===== src/rtl/fu_pkg.sv =====
// Shared definitions for the result pager: state encoding, page geometry, flag positions.
// Latency: n/a (types, constants and a pure function only).
// Backpressure: n/a.
package fu_pkg;

  typedef enum logic [1:0] {
    ST_EMPTY = 2'd0,
    ST_LOAD  = 2'd1,
    ST_SHOW  = 2'd2
  } pager_state_t;

  // Width of the page index output.
  localparam int PAGE_W = 3;

  // Bit positions of the flags within the flag page (low nibble reads zero).
  localparam int FLAG_Z_BIT = 7;
  localparam int FLAG_N_BIT = 6;
  localparam int FLAG_C_BIT = 5;
  localparam int FLAG_V_BIT = 4;

  // One page per result byte plus one trailing flag page.
  function automatic int page_count(input int word_size);
    return word_size / 8 + 1;
  endfunction

  localparam int PAGE_CNT_DEFAULT = page_count(32);

endpackage


===== src/rtl/fu_result_pager_if.sv =====
// Capture request bundle: valid/ready handshake plus result word and flags.
// Latency: none (wires only).
// Backpressure: the slave drops cap_ready while it cannot take a capture.
interface fu_result_pager_if #(
  parameter int word_Size = 32
);
  logic                 cap_valid;
  logic                 cap_ready;
  logic [word_Size-1:0] F;
  logic                 V;
  logic                 C;
  logic                 N;
  logic                 Z;

  modport master (output cap_valid, F, V, C, N, Z, input cap_ready);
  modport slave  (input cap_valid, F, V, C, N, Z, output cap_ready);
endinterface


===== src/rtl/btn_debounce.sv =====
// Debounces a raw push button and emits a one-cycle step pulse per qualified press.
// Latency: btn high from cycle n gives step in cycle n+db_Len.
// Backpressure: none; a held button yields a single pulse until it is released.
module btn_debounce #(
  parameter int db_Len = 7
) (
  input  logic uclk,
  input  logic rst_n,
  input  logic btn,
  output logic step
);

  logic [db_Len-1:0] sh_q, sh_d;
  logic              prev_q;
  logic              pressed;

  // Shift the raw sample in; the press qualifies only once every stored sample is high.
  always_comb begin
    sh_d    = db_Len'({sh_q, btn});
    pressed = &sh_q;
    step    = pressed & ~prev_q;
  end

  // History register and previous-pressed flag for rising-edge detection.
  always_ff @(posedge uclk or negedge rst_n) begin
    if (!rst_n) begin
      sh_q   <= '0;
      prev_q <= 1'b0;
    end else begin
      sh_q   <= sh_d;
      prev_q <= pressed;
    end
  end

endmodule


===== src/rtl/fu_result_pager.sv =====
// Captures a function-unit result and flags, then pages them byte-by-byte onto 8 LEDs.
// Latency: accept -> one LOAD cycle (LED dark) -> SHOW page 0; button step moves page next edge.
// Backpressure: cap_ready is low only during the single LOAD cycle.
module fu_result_pager
  import fu_pkg::*;
#(
  parameter int word_Size = 32,  // multiple of 8, at most 56 so pages fit the 3-bit index
  parameter int db_Len    = 7
) (
  input  logic                  uclk,
  input  logic                  rst_n,
  input  logic                  btn,
  fu_result_pager_if.slave      cap,
  output logic [7:0]            LED,
  output logic [PAGE_W-1:0]     page
);

  localparam int                P         = page_count(word_Size);
  localparam logic [PAGE_W-1:0] LAST_PAGE = PAGE_W'(P - 1);

  pager_state_t         state_q, state_d;
  logic [PAGE_W-1:0]    page_q, page_d;
  logic [word_Size-1:0] f_q, f_d;
  logic [7:0]           flag_q, flag_d;
  logic                 step;
  logic                 ready;
  logic                 accept;

  btn_debounce #(.db_Len(db_Len)) u_debounce (
    .uclk  (uclk),
    .rst_n (rst_n),
    .btn   (btn),
    .step  (step)
  );

  assign ready         = (state_q != ST_LOAD);
  assign accept        = cap.cap_valid & ready;
  assign cap.cap_ready = ready;
  assign page          = page_q;

  // Next state: a capture always wins over a step pulse and restarts at page 0.
  always_comb begin
    state_d = state_q;
    page_d  = page_q;
    f_d     = f_q;
    flag_d  = flag_q;
    if (accept) begin
      state_d            = ST_LOAD;
      page_d             = '0;
      f_d                = cap.F;
      flag_d             = '0;
      flag_d[FLAG_Z_BIT] = cap.Z;
      flag_d[FLAG_N_BIT] = cap.N;
      flag_d[FLAG_C_BIT] = cap.C;
      flag_d[FLAG_V_BIT] = cap.V;
    end else begin
      case (state_q)
        ST_LOAD: state_d = ST_SHOW;
        ST_SHOW: begin
          if (step) begin
            page_d = (page_q == LAST_PAGE) ? '0 : page_q + PAGE_W'(1);
          end
        end
        default: ;
      endcase
    end
  end

  // State, page and captured data; reset discards any stored result.
  always_ff @(posedge uclk or negedge rst_n) begin
    if (!rst_n) begin
      state_q <= ST_EMPTY;
      page_q  <= '0;
      f_q     <= '0;
      flag_q  <= '0;
    end else begin
      state_q <= state_d;
      page_q  <= page_d;
      f_q     <= f_d;
      flag_q  <= flag_d;
    end
  end

  // Display mux: dark unless showing; last page carries the flags.
  always_comb begin
    LED = 8'h00;
    if (state_q == ST_SHOW) begin
      if (page_q == LAST_PAGE) begin
        LED = flag_q;
      end else begin
        LED = 8'(f_q >> {page_q, 3'b000});
      end
    end
  end

endmodule

===== src/flat_wrapper.sv =====
// flat-port wrapper written by rule: the top's interface ports become plain ports
module fu_result_pager_flat import fu_pkg::*;
#(
  parameter int word_Size = 32,                                                           
  parameter int db_Len    = 7
)
  (uclk, rst_n, btn, LED, page, cap_cap_valid, cap_F, cap_V, cap_C, cap_N, cap_Z, cap_cap_ready);
  fu_result_pager_if #(.word_Size(word_Size)) cap_i ();
  input  logic uclk;
  input  logic rst_n;
  input  logic btn;
  output logic [7:0] LED;
  output logic [PAGE_W-1:0] page;
  input wire logic [$bits(cap_i.cap_valid)-1:0] cap_cap_valid;
  input wire logic [$bits(cap_i.F)-1:0] cap_F;
  input wire logic [$bits(cap_i.V)-1:0] cap_V;
  input wire logic [$bits(cap_i.C)-1:0] cap_C;
  input wire logic [$bits(cap_i.N)-1:0] cap_N;
  input wire logic [$bits(cap_i.Z)-1:0] cap_Z;
  output wire logic [$bits(cap_i.cap_ready)-1:0] cap_cap_ready;
  assign cap_i.cap_valid = cap_cap_valid;
  assign cap_i.F = cap_F;
  assign cap_i.V = cap_V;
  assign cap_i.C = cap_C;
  assign cap_i.N = cap_N;
  assign cap_i.Z = cap_Z;
  assign cap_cap_ready = cap_i.cap_ready;
  fu_result_pager #(.word_Size(word_Size), .db_Len(db_Len)) u_core (.uclk(uclk), .rst_n(rst_n), .btn(btn), .cap(cap_i), .LED(LED), .page(page));
endmodule

===== config.mk =====
export PLATFORM = sky130hd
export DESIGN_NAME = fu_result_pager_flat
export DESIGN_NICKNAME = d
export VERILOG_FILES = /design/src/rtl/fu_pkg.sv /design/src/rtl/fu_result_pager_if.sv /design/src/rtl/btn_debounce.sv /design/src/rtl/fu_result_pager.sv /design/src/flat_wrapper.sv
export SDC_FILE = /design/constraint.sdc
export NUM_CORES = 1
export LEC_CHECK = 0
export ABC_AREA = 1
export CAP_MARGIN = 20
export CORE_MARGIN = 3
export CORE_UTILIZATION = 40
export DETAILED_ROUTE_END_ITERATION = 12
export PLACE_DENSITY_LB_ADDON = 0.12
export SYNTH_ARGS = -nofsm -noshare
export SYNTH_HDL_FRONTEND = slang
export SYNTH_SLANG_ARGS = --single-unit

===== constraint.sdc =====
create_clock -name uclk -period 1.9 [get_ports uclk]
set_input_delay 0.57 -clock uclk [delete_from_list [all_inputs] [get_ports uclk]]
set_output_delay 0.57 -clock uclk [all_outputs]
set_load 0.02 [all_outputs]

==> results of run 1 <==
## cell usage after synthesis
library cell	n	area (um2)
nor2_4	1	11.3
buf_2	4	20.0
xor2_1	1	8.76
nor2_2	2	12.5
ha_1	2	25.0
inv_2	3	11.3
dfrtp_1	49	1230
buf_6	4	45.0
nor2_1	22	82.6
nand3_1	23	115
inv_4	1	6.26
o21ai_1	8	40.0
buf_4	4	30.0
inv_1	8	30.0
nand2_1	140	526
a21oi_1	5	25.0
## sequential cells by signal, indices dropped and copies added (netlist names)
signal / flops
u_core.f_q: 32
u_core.u_debounce.sh_q: 7
u_core.flag_q: 4
u_core.page: 3
u_core.state_q: 2
u_core.u_debounce.prev_q: 1
## path summary, 6_finish.rpt
| path | cells past startpoint | to | from |
|---|---|---|---|
| min in group uclk | 0 | u_core.u_debounce.sh_q[2] | u_core.u_debounce.sh_q[1] |
| worst min-delay path | 2 | u_core.u_debounce.sh_q[0] | rst_n |
| max in group asynchronous | 2 | u_core.page[0] | rst_n |
| worst max register to register | 9 | u_core.page[0] | u_core.state_q[0] |
| worst min register to register | 0 | u_core.u_debounce.sh_q[2] | u_core.u_debounce.sh_q[1] |
| worst max-delay path | 6 | LED[3] | u_core.page[0] |
## routing by layer
| layer | GRT usage (%) | wire (um) | vias to the layer above |
|---|---|---|---|
| met1 | 25.0 | 2520 | 915 |
| li1 | - | - | 1002 |
| met4 | 7.09 | 84 | 0 |
| met2 | 26.2 | 2470 | 47 |
| met5 | 0 | 0 | - |
| met3 | 3.81 | 251 | 7 |
## where the power goes
| part | switching (W) | internal [W] |
|---|---|---|
| clock | 0.000328 | 0.000262 |
| sequential | 0.000278 | 0.00144 |
| combinational | 0.000790 | 0.000640 |
## layout by cell type, fill, tap and decap left out, drive strengths merged
cell,Yosys,routed
nor2,25,25
o21ai,8,8
ha,2,2
buf,12,37
nand2,140,140
clkdlybuf4s50,0,38
nand3,23,23
dlygate4sd2,0,3
clkinvlp,0,1
clkbuf,0,9
dfrtp,49,49
xor2,1,1
inv,12,11
a21oi,5,5
## layout make-up
| type | count | area share (%) |
|---|---|---|
| flip-flops and latches | 49 | 38.8 |
| multi-input cells | 204 | 30.8 |
| repair buffers | 79 | 23.4 |
| well taps | 70 | 2.77 |
| clock buffers | 8 | 2.53 |
| inverters | 12 | 1.70 |
## through the flow
stage          setup TNS (ns)  instance area (um2)
6_report               -0.593                 3160
4_1_cts                -0.908                 3090
3_3_place_gp            -2.00                 2940
5_1_grt                 -1.18                 3160
2_1_floorplan               0                 2230
3_5_place_dp            -2.10                 2940
## cells by family after synthesis
group	count (synthesis)	synth area share, %
AOI/OAI and AO/OA	13	2.94
xor gates and xnor gates	1	0.396
adders and majority gates	2	1.13
buffers and inverters	24	6.44
DFF	49	55.4
and+or+nand+nor	188	33.7
## repair_timing
action                     CTS  global route
pin swaps                    7            12
resized for setup           67            19
setup endpoints to repair   12             9
buffers inserted             2             2
hold endpoints to repair     0             0
==> flow_metrics.tcl, run 1 <==
set metrics [dict create \
    synthDistinctLibCells 16 \
    rrSetupSlack_ns 0.22 \
    seq_area_frac_synth_pct 55.4 \
    final_core_util_pct 60.4 \
    min_period_ns 1.98 \
    finalCritPeriodShare_pct 104 \
    antenna_found_initial 0 \
    p_leak_nw 1.61 \
    ys_seq_elements 49 \
    totalWireLength_um 5320 \
    clock-sinks 49 \
    crit_path_max_incr_delay_ns 0.45 \
    grt_pass1_wl_um 8590 \
    crit_type "flip-flop to output pin" \
    coreArea_mm2 0.00524 \
    synth_nets 319 \
    die-area_mm2 0.00647 \
    insertion_delay_ns 0.30 \
    syn_inst 277 \
    clk_path_buf_depth 2 \
    slew_headroom_pct 57.2 \
    ir_drop_mv 0.595 \
    finalSetupViolCount 8 \
    stdcell_count 422 \
    die_w_um 80.4 \
    area_growth_pct 42.9 \
    rsz0062_at_grt "true" \
    numPortBuffers 51 \
    power.total_w 0.00374 \
    hold_viol_final 0 \
    cp_top_family "flip-flops" \
    rows 26 \
    firstDrtPassIters 4 \
    crit_path_cell_trace "buf_4 -> nor2_1 -> nor2_1 -> o21ai_1 -> a21oi_2 -> buf_4" \
    grt_pass1_vias 1800 \
    drv_slew 0 \
    layout.area.seq_mm2 0.00123 \
    vias 1971 \
    startpoint_type "flip-flop" \
    path_buf_inv 2 \
    clkTransAtPathRegs_ns 0.09 \
    skew_ns 0.0111 \
    yosysWarnings 0 \
    crit_arrival_ns 1.41 \
    grt_overflow 0 \
    max_cap_violations 0 \
    fmax_ghz 0.504 \
    nNetsFinal 393 \
    gp_routability_congestion 0.782 \
    cts_tree "built" \
    whs_ns 0.214 \
    multi_input_area_um2 973 \
    tightest_slew_ns 0.641 \
    fillers 476 \
    holdBufCountCts 0 \
    drc_errors 0 \
    cp_slowest_cell "dfrtp_2" \
    antennaDiodeCount 0 \
    vias_per_cell 4.67 \
    fin_ws_ns -0.0829 \
    syn_avg_cell_area_um2 8.00 \
    cts_max_level 2 \
    hpwlAfterDp_um 3890 \
    ctsRootBufferMaster "clkbuf_8" \
    start_util_pct 42.3 \
    worstPathMaxFanout 6 \
    final_layout_size_suffix_gt1_share_pct 23.3 \
    dpl_worst_slack_ns -0.248 \
    power_density_mw_per_mm2 1180 \
    violations "negative setup slack" \
    placed_cells 411 \
    outcome "finished, violations left" \
    die_height_um 80.4 \
    final_antenna_net_count 0 \
    grt_usage_pct 17.7 \
    avgRoutedWirePerCell_um 12.6 \
    cp.required_ns 1.33 \
    worstSetupEndpointType "output pin" \
    synth_area_mm2 0.00221 \
    cts_buffers 5 \
    drt_iter0_drc 88 \
    grt_max_degree 41 \
    hp-class "input port to asynchronous set/reset pin" \
    ioPinCount 52 \
]
(Power assumes the default switching activity.)
==> run 2, diff against run 1 <==
- CTS_BUF_LIST: unset -> sky130_fd_sc_hd__clkbuf_4 sky130_fd_sc_hd__clkbuf_8 sky130_fd_sc_hd__clkbuf_16
- SLEW_MARGIN: unset -> 20
==> run 2 against run 1 <==
Net effect:
- the flow still finishes with violations (negative setup slack)
- critical path depth increased by 2
- clock skew up 0.0018 ns
- sequential share of layout area decreased by 0.11 points
- clock power is 8.1% higher
- worst setup slack lost 0.013 ns
- flip-flop and latch count did not move
==> flow_metrics.tcl, run 2 (synthesis gave the netlist of run 1 again) <==
set metrics [dict create \
    gp_routability_congestion 0.782 \
    use_met1_pct 25.1 \
    rsz0062_at_grt "true" \
    nNetsFinal 393 \
    largest_reg_flops 32 \
    numPortBuffers 51 \
    clock-sinks 49 \
    coreArea_mm2 0.00524 \
    avgRoutedWirePerCell_um 12.7 \
    cts_buffers 5 \
    cp.required_ns 1.33 \
    clkTransAtPathRegs_ns 0.09 \
    ctsRootBufferMaster "clkbuf_8" \
    outcome "finished, violations left" \
    power_density_mw_per_mm2 1200 \
    die_height_um 80.4 \
    p_leak_nw 1.62 \
    vias_per_cell 4.66 \
    worstSetupEndpointType "output pin" \
    grt_overflow 0 \
    max_cap_violations 0 \
    totalWireLength_um 5370 \
    hp-class "input port to asynchronous set/reset pin" \
    clockPowerShare_pct 16.8 \
    final_cell_mix "134 x nand2_1, 48 x dfrtp_1, 38 x clkdlybuf4s50_1" \
    final_core_util_pct 60.6 \
    layout_commonest_cell "nand2_1" \
    grt_pass1_wl_um 8600 \
    violations "negative setup slack" \
    startpoint_type "flip-flop" \
    antenna_found_initial 0 \
    power_frac_seq_pct 45.4 \
    min_period_ns 2.00 \
    top_register "u_core.f_q" \
    ir_drop_mv 0.577 \
    drc_errors 0 \
    hold_viol_final 0 \
    final_antenna_net_count 0 \
    firstDrtPassIters 4 \
    top_usage_layer "met2" \
    cp_slowest_cell "dfrtp_1" \
    crit_arrival_ns 1.43 \
    crit_path_cell_trace "inv_2 -> nand2_2 -> nor2_1 -> buf_4 -> buf_6 -> nand3_4 -> nand2_2 -> buf_6" \
    grt_pass1_vias 1795 \
    hpwlAfterDp_um 3890 \
    p_int_w 0.00239 \
    antennaDiodeCount 0 \
    rrSetupSlack_ns 0.21 \
    fmax_ghz 0.501 \
    cts_max_level 2 \
    drt_iter0_drc 83 \
    grt_usage_pct 17.7 \
    grt_max_degree 41 \
    clk_path_buf_depth 2 \
    ioPinCount 52 \
    worstPathMaxFanout 5 \
    finalSetupViolCount 8 \
    crit_cells 8 \
    r2r_cells 9 \
    switchingPower_w 0.00141 \
    vias 1965 \
    rr_startpoint "u_core.state_q[0]" \
    rr_endpoint "u_core.page[0]" \
    cts_tree "built" \
    cp_top_family "buffers and inverters" \
    tightest_slew_ns 0.654 \
    whs_ns 0.210 \
    insertion_delay_ns 0.31 \
    area_growth_pct 43.3 \
    switching_share_pct 37.1 \
    finalCritPeriodShare_pct 105 \
    fin_ws_ns -0.0962 \
    die_w_um 80.4 \
    path_buf_inv 4 \
    die-area_mm2 0.00647 \
    cp-startpoint "u_core.state_q[0]" \
    start_util_pct 42.3 \
    met2_usage_pct 26.2 \
    reg_top3 "u_core.f_q: 32 flops, u_core.u_debounce.sh_q: 7 flops, u_core.flag_q: 4 flops" \
    crit_type "flip-flop to output pin" \
    final_layout_size_suffix_gt1_share_pct 23.6 \
    combPwrFrac_pct 37.8 \
    drv_slew 0 \
    met3_usage_pct 3.81 \
    rows 26 \
    slew_headroom_pct 56.4 \
    skew_ns 0.0129 \
    crit_path_max_incr_delay_ns 0.39 \
]
==> run 2: cell type report <==
type | count | area [um2]
fill | 476 | 2060
sequential | 49 | 1230
multi-input combinational | 204 | 968
timing repair buffer | 79 | 742
clock buffer | 8 | 91.3
tap | 70 | 87.6
inverter | 12 | 56.3
==> run 2: worst register-to-register path, cell delays in order, from the launching register on <==
cell	delay, ns
dfrtp_1	0.35
inv_2	0.04
buf_4	0.12
buf_4	0.13
nor2_2	0.08
buf_4	0.13
nor2_4	0.03
inv_2	0.47
nand3_1	0.16
nand2_1	0.10
==> run 2: repair_timing <==
action                     in CTS  in global routing
pin swaps                       7                 12
setup buffers                   2                  2
setup endpoints to repair      12                  9
resized for setup              67                 18
hold buffers                    0                  0
gates cloned                    0                  0
==> run 2: per-layer routing <==
layer / wire length, um / vias up
met5: 0 / -
met4: 84 / 0
met3: 254 / 7
met2: 2520 / 44
met1: 2510 / 913
li1: - / 1001
==> run 2: worst max path at each step <==
stage          endpoint  slack [ns]
6_report         LED[4]        -0.1
5_1_grt          LED[3]       -0.19
4_1_cts          LED[0]       -0.13
3_5_place_dp     LED[5]       -0.25
3_3_place_gp     LED[0]       -0.25
2_1_floorplan    LED[4]        0.01
==> run 2: power groups by stage <==
stage	Combinational, W	Sequential, W	Clock [W]
final	0.00143	0.00172	0.000639
after global routing	0.00161	0.00176	0.000696
after CTS	0.00137	0.00171	0.000653
after detailed placement	0.00132	0.00171	0
after global placement	0.00129	0.00171	0
after floorplan	0.000836	0.00162	0
==> run 2: through the flow <==
step                      TNS [ns]  area (um2)  std cells  worst slack, ns  total power, W
final                       -0.623        3170        422          -0.0962         0.00380
after global routing         -1.19        3170        422           -0.191         0.00407
after CTS                   -0.924        3100        421           -0.135         0.00373
after detailed placement     -2.10        2940        411           -0.248         0.00303
after global placement       -2.00        2940        411           -0.254         0.00300
after floorplan                  0        2230        277           0.0146         0.00246
